File: src/rtl/pipe_stage_buffer.sv
// -----------------------------------------------------------------------------
// pipe_stage_buffer
//
// Elastic two-entry pipeline register carrying instruction, immediate, PC and
// next-PC across a stage boundary with a valid/ready handshake. A main
// register drives the outputs and a skid register absorbs one overflow word,
// so the stage sustains one word per cycle and back-pressure never drops a
// word. A synchronous flush squashes everything held and leaves a zero bubble.
//
// Optional feature macro: PIPE_STAGE_STALL_CNT_EN
//   When defined, adds the stallCount port: a saturating count of cycles in
//   which a valid word was held back by the downstream stage.
//
// Parameters:
//   INSTR_W  instruction field width
//   IMM_W    immediate field width
//   PC_W     PC / next-PC width
//   CNT_W    stall counter width (only meaningful with the macro)
//
// Ports:
//   clk          clock, all state updates on posedge
//   rstN         asynchronous active-low reset
//   flush        synchronous squash of all held words
//   inValid      upstream word present
//   inReady      buffer can accept a word this cycle
//   instruction, imm, pc, nextPC   upstream payload
//   outValid     o* outputs hold a valid word
//   outReady     downstream consumes the word this cycle
//   oInstruction, oImm, oPc, oNextPC   held payload (all zero when empty)
//   stallCount   saturating stall-cycle count (macro only)
// -----------------------------------------------------------------------------
module pipe_stage_buffer #(
  parameter int INSTR_W = 16,
  parameter int IMM_W   = 16,
  parameter int PC_W    = 32,
  parameter int CNT_W   = 16
) (
  input  logic               clk,
  input  logic               rstN,
  input  logic               flush,
  input  logic               inValid,
  output logic               inReady,
  input  logic [INSTR_W-1:0] instruction,
  input  logic [IMM_W-1:0]   imm,
  input  logic [PC_W-1:0]    pc,
  input  logic [PC_W-1:0]    nextPC,
  output logic               outValid,
  input  logic               outReady,
  output logic [INSTR_W-1:0] oInstruction,
  output logic [IMM_W-1:0]   oImm,
  output logic [PC_W-1:0]    oPc,
  output logic [PC_W-1:0]    oNextPC
`ifdef PIPE_STAGE_STALL_CNT_EN
  ,
  output logic [CNT_W-1:0]   stallCount
`endif
);

  localparam int PW = INSTR_W + IMM_W + 2 * PC_W;

  typedef enum logic [1:0] {
    ST_EMPTY = 2'd0,
    ST_ONE   = 2'd1,
    ST_TWO   = 2'd2
  } state_t;

  state_t          state_reg, state_next;
  logic [PW-1:0]   main_reg, main_next;
  logic [PW-1:0]   skid_reg, skid_next;
  logic [PW-1:0]   in_word;
  logic            accept;
  logic            take;

  assign in_word = {instruction, imm, pc, nextPC};

  // Handshake flags depend only on the registered state, so there is no
  // combinational path from inValid/outReady to inReady/outValid.
  assign inReady  = (state_reg != ST_TWO);
  assign outValid = (state_reg != ST_EMPTY);

  assign accept = inValid & inReady;
  assign take   = outValid & outReady;

  // main_reg is kept at zero whenever the buffer is empty, which makes the
  // outputs a NOP bubble without any output-side masking.
  assign {oInstruction, oImm, oPc, oNextPC} = main_reg;

  always_comb begin
    state_next = state_reg;
    main_next  = main_reg;
    skid_next  = skid_reg;

    if (flush) begin
      // A word taken in this cycle has already been seen downstream; the
      // buffer discards everything it holds plus any same-cycle input.
      state_next = ST_EMPTY;
      main_next  = '0;
      skid_next  = '0;
    end else begin
      case (state_reg)
        ST_EMPTY: begin
          if (accept) begin
            main_next  = in_word;
            state_next = ST_ONE;
          end
        end
        ST_ONE: begin
          if (accept && take) begin
            main_next = in_word;
          end else if (accept) begin
            skid_next  = in_word;
            state_next = ST_TWO;
          end else if (take) begin
            main_next  = '0;
            state_next = ST_EMPTY;
          end
        end
        ST_TWO: begin
          // inReady is low here, so upstream input is not looked at.
          if (take) begin
            main_next  = skid_reg;
            skid_next  = '0;
            state_next = ST_ONE;
          end
        end
        default: begin
          state_next = ST_EMPTY;
          main_next  = '0;
          skid_next  = '0;
        end
      endcase
    end
  end

  always_ff @(posedge clk or negedge rstN) begin
    if (!rstN) begin
      state_reg <= ST_EMPTY;
      main_reg  <= '0;
      skid_reg  <= '0;
    end else begin
      state_reg <= state_next;
      main_reg  <= main_next;
      skid_reg  <= skid_next;
    end
  end

`ifdef PIPE_STAGE_STALL_CNT_EN
  logic [CNT_W-1:0] stall_cnt_reg;

  // Counts cycles where a valid word is held back; sticks at all-ones.
  // Only reset clears it so that flushes do not hide stall history.
  always_ff @(posedge clk or negedge rstN) begin
    if (!rstN) begin
      stall_cnt_reg <= '0;
    end else if (outValid && !outReady && (stall_cnt_reg != {CNT_W{1'b1}})) begin
      stall_cnt_reg <= stall_cnt_reg + 1'b1;
    end
  end

  assign stallCount = stall_cnt_reg;
`else
  // CNT_W has no consumer when the counter is compiled out.
  logic unused_cnt_w;
  assign unused_cnt_w = (CNT_W > 0);
`endif

endmodule
File: config.mk
export PLATFORM = sky130hd
export DESIGN_NAME = pipe_stage_buffer
export DESIGN_NICKNAME = d
export VERILOG_FILES = /design/src/rtl/pipe_stage_buffer.sv
export SDC_FILE = /design/constraint.sdc
export NUM_CORES = 1
export LEC_CHECK = 0
export CAP_MARGIN = 20
export CORE_MARGIN = 8
export CORE_UTILIZATION = 40
export CTS_BUF_LIST = sky130_fd_sc_hd__clkbuf_16
export CTS_CLUSTER_DIAMETER = 80
export DETAILED_ROUTE_END_ITERATION = 12
export GPL_TIMING_DRIVEN = 1
export PLACE_DENSITY = 0.69
export SLEW_MARGIN = 40
export SYNTH_ARGS = -nofsm -noshare
export SYNTH_HDL_FRONTEND = slang
export SYNTH_SLANG_ARGS = --single-unit
File: constraint.sdc
create_clock -name clk -period 1.5 [get_ports clk]
set_input_delay 0.225 -clock clk [delete_from_list [all_inputs] [get_ports clk]]
set_output_delay 0.225 -clock clk [all_outputs]
set_load 0.005 [all_outputs]
==> run summary <==
status - finished, violations left
failing checks - negative setup slack
Inst Count DP - 1365
CP Data Required Time - 1.83 ns
max capacitance violation total - 0
reg2reg end - skid_reg[71]
# rows - 57
RSZ-0062 raised after global routing - yes
Top delay family on crit path - flip-flops
top_reg_cell synth - dfrtp_1
worst hold-check path type - in2async
Synthesized Nets - 968
largest net degree at the start of global routing - 50
Via Count - 7470
layout cells sized above 1 - 12.50%
design area - 13610 sq um
FF+latch count, synth - 194
most frequent cell after synthesis - dfrtp_1
Buf+Inv Stages, Crit Path - 3
Routed WL per cell - 19.18 um
Critical Path, Cell by Cell - buf_6 -> o22a_1 -> nor2_4 -> buf_12 -> buf_4 -> mux2i_1
Netlist cell types - 22
post-synthesis async set-or-reset flop share - 100.0%
dpl hpwl - 17.11 mm
drt pass-1 iters - 5
cell taking the most area after synthesis - dfrtp_1
end-of-flow core utilization - 56.45%
starting density of the core - 40.37%
CP max-delay cell - dfrtp_4
total wire length - 27.54 mm
Bufs on Longest Clock Path - 2
# IOs - 199
CP Class - reg2reg
final setup vio count - 194
Worst-path clk slew - 0.08 ns
Sink Count - 194
number of enable flip-flop cells after synthesis - 0
pwr/cell area - 958.8 nW/um^2
crit path capture type - flop
Post-synth top cells - dfrtp_1 (194), mux2i_1 (193), nand2_1 (98)
Leak - 6.916 nW
worst skew pair latency - 0.43 ns
GRT Total Usage - 18.20%
crit path DAT - 2.01 ns
register area share after synthesis - 49.89%
reg2reg start - state_reg[1]
CP startpoint kind - flop
Num CTS Buffers - 17
ant diodes - 0
Die Y - 172.0 um
fin crit share - 111.8%
Post-Layout Cell Count - 1436
total gr overflow - 0
RD Place Congestion - 0.7739
Port-buffer cells - 198
Reg2Reg Depth - 6
Vias/cell - 5.202
setup ws final - -0.1767 ns
initial antenna violation count - 0
dpl ws - -0.4569 ns
H-tree depth - 4
Achievable Freq - 596.4 MHz
Max Transition Viols Final - 0
endpoints failing hold - 0
synth-to-layout area growth - 39.84%
Period minus WS final - 1.677 ns
synthesized instance count - 867
DRC - 0
VDD IR max - 0.7027 mV
initial detailed-routing violation count - 392
CTS tree - done
critical path peak fanout - 11
dominant cells by area after synthesis - dfrtp_1 (50%), mux2i_1 (20%), a22o_1 (8.7%)
Synth top area share - 49.89%
Die Wd - 172.0 um
CTS root buf - clkbuf_16
Die ar. - 29570 sq um
vias in the first global route - 7467
Worst Clk Skew - 0.008898 ns
Mapped Area - 9731 sq um
Core Box Area - 24110 sq um
DRT antenna net count - 0
Ys Warns - 0
peak per-stage delay on the critical path - 0.51 ns
NumNets Final - 1200
first-pass GRT wire length - 42.44 mm
Post-DP Area - 12410 sq um
Post-Syn Area per Cell - 11.22 sq um
max_slew headroom - 59.49%
Worst R2R Setup Slack - -0.18 ns
worst-margin pin slew - 0.6076 ns
per-layer routing:
| metal | global-route usage (%) | vias up | wire length, um |
|---|---|---|---|
| li1 | - | 3546 | - |
| met1 | 25.04 | 3758 | 12780 |
| met2 | 29.45 | 155 | 13330 |
| met3 | 3.219 | 11 | 1223 |
| met4 | 4.348 | 0 | 201 |
| met5 | 0 | - | 0 |
how the worst max path moves through the flow:
stage,start,to,slack [ns],cells after the start
finish,state_reg[1],skid_reg[71],-0.18,6
global route,state_reg[1],skid_reg[22],-0.27,6
CTS,state_reg[1],skid_reg[7],-0.17,6
detailed placement,outReady,main_reg[45],-0.46,6
global placement,outReady,main_reg[47],-0.39,6
floorplan,state_reg[1],main_reg[28],0.003,6
placed cells by master, fill, tap and decap left out, types with 2 or more instances in the layout:
cell             Yosys  final
inv_8                0      2
buf_6                9      6
dlymetal6s2s_1       0     66
dfrtp_4              0      2
buf_12               0     23
nor2_1               5      5
a22o_1              97     96
dfrtp_1            194    192
mux2i_2              0      2
mux2i_1            193    191
clkdlybuf4s50_1      0     99
clkbuf_16            0     19
o2bb2ai_1           96     96
inv_1               96     96
clkinv_2             0      3
buf_4                4     52
buf_16               0      4
dlygate4sd2_1        0     30
nand2_2              0      3
nand2_1             98     95
inv_6                0      6
buf_8                0      3
nor2_4               0      3
bufinv_16            0      2
per-stage QoR:
step	total power (W)	hold WS (ns)	setup TNS, ns
floorplan	0.006999	-0.07059	0
global placement	0.008368	0.1904	-69.08
detailed placement	0.008406	0.1801	-78.89
CTS	0.01311	0.2691	-23.51
global route	0.01362	0.3015	-33.39
finish	0.01305	0.2813	-19.12
worst reg2reg max path, cell delays in order, from the launching register on:
cell and delay [ns]:
dfrtp_4 0.51, buf_6 0.15, o22a_1 0.20, nor2_4 0.17
buf_12 0.18, buf_4 0.15, mux2i_1 0.22
area by class of cell:
type	count	area [sq um]
fillers	2096	10500
multi-input cells	502	4155
clock buffers	17	425.4
inverters	96	360.3
well taps	324	405.4
repair buffers	288	3232
flip-flops and latches	194	4862
clock inverters	15	166.4
what timing repair did:
action / CTS / global route
pin swaps: 2 / 0
hold buffers: 1 / 0
endpoints found under the hold margin: 30 / 0
setup endpoints to repair: 290 / 260
gates cloned: 3 / 4
buffers inserted: 4 / 27
resized for setup: 54 / 73
report_power, final:
| group | switching (W) | internal, W |
|---|---|---|
| clock network | 0.00217 | 0.00251 |
| registers | 0.000211 | 0.00558 |
| logic | 0.00121 | 0.00137 |
kinds of logic (layout without fill, tap and decap cells):
logic type / Yosys count / after routing / synth area share [%]
AND/OR/NAND/NOR: 112 / 112 / 4.591
AO/OA/AOI/OAI: 197 / 197 / 17.68
flip-flops: 194 / 194 / 49.89
buffers and inverters: 171 / 416 / 7.985
multiplexers: 193 / 193 / 19.85
No activity file was read; power rests on OpenSTA's default activity.
